File: config.mk
export PLATFORM = sky130hd
export DESIGN_NAME = serial_bit_feeder_flat
export DESIGN_NICKNAME = d
export VERILOG_FILES = /design/src/rtl/seq_pkg.sv /design/src/rtl/serial_bit_feeder_if.sv /design/src/rtl/serial_bit_feeder_counter.sv /design/src/rtl/serial_bit_feeder.sv /design/src/flat_wrapper.sv
export SDC_FILE = /design/constraint.sdc
export NUM_CORES = 1
export LEC_CHECK = 0
export CORE_MARGIN = 2
export CORE_UTILIZATION = 49
export CTS_CLUSTER_SIZE = 16
export DETAILED_ROUTE_END_ITERATION = 10
export PLACE_DENSITY = 0.79
export SYNTH_ARGS = -nofsm -noshare
export SYNTH_HDL_FRONTEND = slang
export SYNTH_HIERARCHICAL = 1
export SYNTH_SLANG_ARGS = --single-unit
File: constraint.sdc
create_clock -name clock -period 4.29 [get_ports clock]
set_input_delay 0.858 -clock clock [delete_from_list [all_inputs] [get_ports clock]]
set_output_delay 0.858 -clock clock [all_outputs]
set_load 0.1 [all_outputs]
File: src/rtl/seq_pkg.sv
// ============================================================================
// seq_pkg: types and constants shared by the serial feeder and the detector.
// Revision: 1.0
// ============================================================================
`default_nettype none

package seq_pkg;

  typedef enum logic [0:0] {
    ST_IDLE  = 1'b0,
    ST_SHIFT = 1'b1
  } state_t;

  localparam bit IDLE_LEVEL_DEFAULT = 1'b0;

endpackage

`default_nettype wire

File: src/rtl/serial_bit_feeder_if.sv
// ============================================================================
// serial_bit_feeder_if: word load handshake plus serial bit/framing outputs.
// Revision: 1.0
// ============================================================================
`default_nettype none

interface serial_bit_feeder_if #(
  parameter int WIDTH = 8
);

  logic [WIDTH-1:0] load_data;
  logic             load_valid;
  logic             load_ready;
  logic             flush;
  logic             sequence_out;
  logic             bit_valid;
  logic             frame_start;
  logic             frame_done;

  modport master (
    output load_data, load_valid, flush,
    input  load_ready, sequence_out, bit_valid, frame_start, frame_done
  );

  modport slave (
    input  load_data, load_valid, flush,
    output load_ready, sequence_out, bit_valid, frame_start, frame_done
  );

endinterface

`default_nettype wire

File: src/rtl/serial_bit_feeder_counter.sv
// ============================================================================
// bit_index_counter: modulo-WIDTH bit index with clear, enable and last flag.
// Revision: 1.0
// ============================================================================
`default_nettype none

module bit_index_counter #(
  parameter  int WIDTH = 8,
  localparam int CW    = $clog2(WIDTH)
) (
  input  wire logic          clock,
  input  wire logic          reset,
  input  wire logic          clear,
  input  wire logic          enable,
  output logic [CW-1:0]      count,
  output logic               last
);

  localparam logic [CW-1:0] LAST_IDX = CW'(WIDTH - 1);

  logic [CW-1:0] r_count;

  always_ff @(posedge clock) begin
    if (reset || clear) begin
      r_count <= '0;
    end else if (enable) begin
      r_count <= (r_count == LAST_IDX) ? '0 : r_count + CW'(1);
    end
  end

  assign count = r_count;
  assign last  = (r_count == LAST_IDX);

endmodule

`default_nettype wire

File: src/rtl/serial_bit_feeder.sv
// ============================================================================
// serial_bit_feeder: parallel-to-serial stage, one bit per clock, no gaps.
// Revision: 1.0
// ============================================================================
`default_nettype none

module serial_bit_feeder
  import seq_pkg::*;
#(
  parameter int WIDTH      = 8,
  parameter bit MSB_FIRST  = 1'b1,
  parameter bit IDLE_LEVEL = IDLE_LEVEL_DEFAULT
) (
  input wire logic           clock,
  input wire logic           reset,
  serial_bit_feeder_if.slave bus
);

  localparam int            CW       = $clog2(WIDTH);
  localparam logic [CW-1:0] PRE_LAST = CW'(WIDTH - 2);

  state_t           r_state;
  logic [WIDTH-1:0] r_shift;
  logic             r_seq;
  logic             r_valid;
  logic             r_start;
  logic             r_done;

  logic [CW-1:0]    w_count;
  logic             w_last;
  logic             w_ready;
  logic             w_accept;
  logic             w_load_bit;
  logic [WIDTH-1:0] w_load_rest;
  logic             w_shift_bit;
  logic [WIDTH-1:0] w_shift_rest;

  // r_shift holds the bits still to be sent after the one on sequence_out.
  if (MSB_FIRST) begin : g_msb_first
    assign w_load_bit   = bus.load_data[WIDTH-1];
    assign w_load_rest  = {bus.load_data[WIDTH-2:0], IDLE_LEVEL};
    assign w_shift_bit  = r_shift[WIDTH-1];
    assign w_shift_rest = {r_shift[WIDTH-2:0], IDLE_LEVEL};
  end else begin : g_lsb_first
    assign w_load_bit   = bus.load_data[0];
    assign w_load_rest  = {IDLE_LEVEL, bus.load_data[WIDTH-1:1]};
    assign w_shift_bit  = r_shift[0];
    assign w_shift_rest = {IDLE_LEVEL, r_shift[WIDTH-1:1]};
  end

  assign w_ready  = !reset && !bus.flush &&
                    ((r_state == ST_IDLE) || ((r_state == ST_SHIFT) && w_last));
  assign w_accept = bus.load_valid && w_ready;

  bit_index_counter #(
    .WIDTH (WIDTH)
  ) u_bit_index_counter (
    .clock  (clock),
    .reset  (reset),
    .clear  (bus.flush || w_accept || w_last),
    .enable ((r_state == ST_SHIFT) && !w_last),
    .count  (w_count),
    .last   (w_last)
  );

  always_ff @(posedge clock) begin
    if (reset || bus.flush) begin
      r_state <= ST_IDLE;
      r_shift <= {WIDTH{IDLE_LEVEL}};
      r_seq   <= IDLE_LEVEL;
      r_valid <= 1'b0;
      r_start <= 1'b0;
      r_done  <= 1'b0;
    end else if (w_accept) begin
      r_state <= ST_SHIFT;
      r_shift <= w_load_rest;
      r_seq   <= w_load_bit;
      r_valid <= 1'b1;
      r_start <= 1'b1;
      r_done  <= 1'b0;
    end else if ((r_state == ST_SHIFT) && !w_last) begin
      r_shift <= w_shift_rest;
      r_seq   <= w_shift_bit;
      r_valid <= 1'b1;
      r_start <= 1'b0;
      r_done  <= (w_count == PRE_LAST);
    end else begin
      r_state <= ST_IDLE;
      r_seq   <= IDLE_LEVEL;
      r_valid <= 1'b0;
      r_start <= 1'b0;
      r_done  <= 1'b0;
    end
  end

  assign bus.load_ready   = w_ready;
  assign bus.sequence_out = r_seq;
  assign bus.bit_valid    = r_valid;
  assign bus.frame_start  = r_start;
  assign bus.frame_done   = r_done;

endmodule

`default_nettype wire

File: src/flat_wrapper.sv
// flat-port wrapper written by rule: the top's interface ports become plain ports
module serial_bit_feeder_flat import seq_pkg::*;
#(
  parameter int WIDTH      = 8,
  parameter bit MSB_FIRST  = 1'b1,
  parameter bit IDLE_LEVEL = IDLE_LEVEL_DEFAULT
)
  (clock, reset, bus_load_data, bus_load_valid, bus_flush, bus_load_ready, bus_sequence_out, bus_bit_valid, bus_frame_start, bus_frame_done);
  serial_bit_feeder_if #(.WIDTH(WIDTH)) bus_i ();
  input wire logic clock;
  input wire logic reset;
  input wire logic [$bits(bus_i.load_data)-1:0] bus_load_data;
  input wire logic [$bits(bus_i.load_valid)-1:0] bus_load_valid;
  input wire logic [$bits(bus_i.flush)-1:0] bus_flush;
  output wire logic [$bits(bus_i.load_ready)-1:0] bus_load_ready;
  output wire logic [$bits(bus_i.sequence_out)-1:0] bus_sequence_out;
  output wire logic [$bits(bus_i.bit_valid)-1:0] bus_bit_valid;
  output wire logic [$bits(bus_i.frame_start)-1:0] bus_frame_start;
  output wire logic [$bits(bus_i.frame_done)-1:0] bus_frame_done;
  assign bus_i.load_data = bus_load_data;
  assign bus_i.load_valid = bus_load_valid;
  assign bus_i.flush = bus_flush;
  assign bus_load_ready = bus_i.load_ready;
  assign bus_sequence_out = bus_i.sequence_out;
  assign bus_bit_valid = bus_i.bit_valid;
  assign bus_frame_start = bus_i.frame_start;
  assign bus_frame_done = bus_i.frame_done;
  serial_bit_feeder #(.WIDTH(WIDTH), .MSB_FIRST(MSB_FIRST), .IDLE_LEVEL(IDLE_LEVEL)) u_core (.clock(clock), .reset(reset), .bus(bus_i));
endmodule
==> results.cfg <==
[run_status]
status = completed

[grt]
antenna_found_initial = 0
grt_pass1_vias = 490
grt_pass1_wl_mm = 2.10
grt_max_degree = 16
globalRouteOverflowTotal = 0
grt_use_total_pct = 15.5

[finish]
drive_gt1_share_pct = 26.6
fin_nets = 94
diodes = 0
synthToLayoutAreaGrowth_pct = 23.8
fillers = 119
seqCellArea_um2 = 300
multi_input_comb_area_um2 = 373

[clock_network]
post_cts_buffers = 0
cts-root-buf = clkbuf_4
cts_max_level = 1
clock_path_buffers = 2
cts_hold_buffers = 0
numCtsBuffers = 3
cts_resized = 0
clkSlewWorstSetupHoldPaths_ns = 0.08
clock_latency_ns = 0.27
cts.sinks = 15
cts_tree = done

[power]
power_switching_uw = 72.1
p_per_area_mw_per_mm2 = 310
peakVddDrop_mv = 0.272
leakage_nw = 0.338
p_int_uw = 200
comb_power_share_pct = 18.3
p_sw_share_pct = 26.5
pwr-share-clk_pct = 28.1
p_seq_share_pct = 53.6

[floorplanning]
rows = 13
num_io_pins = 17
die_area_mm2 = 0.00177
initial_core_util_pct = 53.3
die_h_um = 42.1
die_w_um = 42.1
core_mm2 = 0.00133

[drt]
postRouteAntennaNets = 0
totalWireLength_mm = 1.18
drc = 0
vias = 497
vias_per_cell = 5.29
avgRoutedWirePerCell_um = 12.6
dr.pass1.iters = 2
drtIter0Drc = 3

[yosys]
netlist_area_um2 = 711
syn-mean-instance-area_um2 = 11.5
synth.distinct_cells = 21
ys_warn_count = 6
async_flop_share_pct = 0
synth_cells = 62
synth-seq-area-share_pct = 42.3
synth_fp_nets = 76
ys.flop_type = dfxtp_1
ys_seq_elements = 15
synth-edff-count = 0

[setup_path]
worst_r2r_path_depth = 6
cp-start-kind = primary input
crit_path_top_delay_cell = clkdlybuf4s50_1
r2r_slack_ns = 2.42
criticalPathCategory = primary input to output pin
required_ns = 3.43
max_stage_delay_ns = 0.50
critPathMaxFanout = 12
worst_ep_arrival_time_ns = 2.15
crit_chain = clkdlybuf4s50_1 > or2_4 > nor2_2 > buf_4
critPathBufInv = 2
endpoint_kind = output pin
crit_cells = 4
cp_top_family = buffers and inverters

[placed_design]
io_buffers = 16
dp_hpwl_um = 847
gp_congestion = 0.806

[sta]
setup_viol_count_final = 0
maxSlewViolCount = 0
finClkSkew_ns = 0.00310
finalCritPeriodShare_pct = 70.2
max_slew_margin_pct = 35.6
hold_slack_ns = 0.460
rsz0062_at_grt = no
min_period_ns = 3.01
setup_tns_ns = 0
fmax_ghz = 0.332
worstMarginPinSlew_ns = 0.963
finalHoldViolCount = 0

[job]
cap_violations = 0

[worst_hold_path]
min_path_type = flop to flop
hold_depth = 2
## area by class of cell
type	instances	area share [%]
clock buffers	4	2.99
well taps	15	2.13
flip-flops and latches	15	34.1
inverters	1	0.427
multi-input cells	43	42.4
repair buffers	16	17.9
## layout by cell type (no fill, tap or decap), types with 2 or more instances in the layout
cell type        netlist  routed
a211oi_2               7       7
clkbuf_4               0       3
clkdlybuf4s50_1        0      15
dfxtp_1               15      15
ha_1                   2       2
mux2i_1                9       9
nand2_1                2       2
nor2_1                 7       7
nor2_2                 3       3
nor3_1                 2       2
## cells in the mapped netlist, types with 2 or more instances
library cell	count	area share, %
dfxtp_1	15	42
mux2i_1	9	13
a211oi_2	7	12
nor2_1	7	3.7
buf_6	3	4.8
nor2_2	3	2.6
ha_1	2	3.5
nand2_1	2	1.1
nor3_1	2	1.4
## flip-flops by register name, indices dropped and copies added, names as in the netlist
signal / cells
u_core/bus.frame_start: 1
u_core/u_bit_index_counter/count: 3
u_core/bus.sequence_out: 1
u_core/bus.bit_valid: 1
u_core/bus.frame_done: 1
u_core/r_shift: 7
u_core/r_state: 1
## final timing paths
path,start,to
setup / recovery,reset,bus_load_ready
hold / removal,u_core/r_shift[7],u_core/bus.sequence_out
setup reg to reg,u_core/u_bit_index_counter/count[0],u_core/u_bit_index_counter/count[0]
hold reg to reg,u_core/r_shift[7],u_core/bus.sequence_out
## stage by stage
step	setup slack (ns)	instances	total power, mW	cell area (um2)	utilization (%)
floorplan	1.51	62	0.185	711	-
global placement	1.32	90	0.199	853	64.0
detailed placement	1.28	90	0.199	853	64.0
CTS	1.28	94	0.278	880	65.9
global route	1.22	94	0.289	880	65.9
finish	1.28	94	0.273	880	65.9
## cells by family after synthesis
logic type,synth area share [%]
fa+ha+maj,3.52
compound gates,13.6
simple gates,22.7
buf+inv,5.28
flops,42.3
mux,12.7
## worst min-delay path: stages (launching register included)
cell and delay [ns]:
dfxtp_1 0.31, nand2_1 0.06, a21oi_2 0.04
## power by group through the flow
stage	clock network (mW)	logic [mW]	registers, mW
6_report	0.0765	0.0499	0.146
5_1_grt	0.0887	0.0532	0.147
4_1_cts	0.0811	0.0504	0.146
3_5_place_dp	0	0.0501	0.149
3_3_place_gp	0	0.0493	0.149
2_1_floorplan	0	0.0282	0.157
## routing by layer
metal	GRT usage [%]	part of all wire (%)	up-vias
li1	-	-	254
met1	20.4	49	226
met2	23.4	42	15
met3	6.90	7.0	2
met4	3.75	1.1	0
met5	0	0	-
Power figures use the tool's default switching activity.
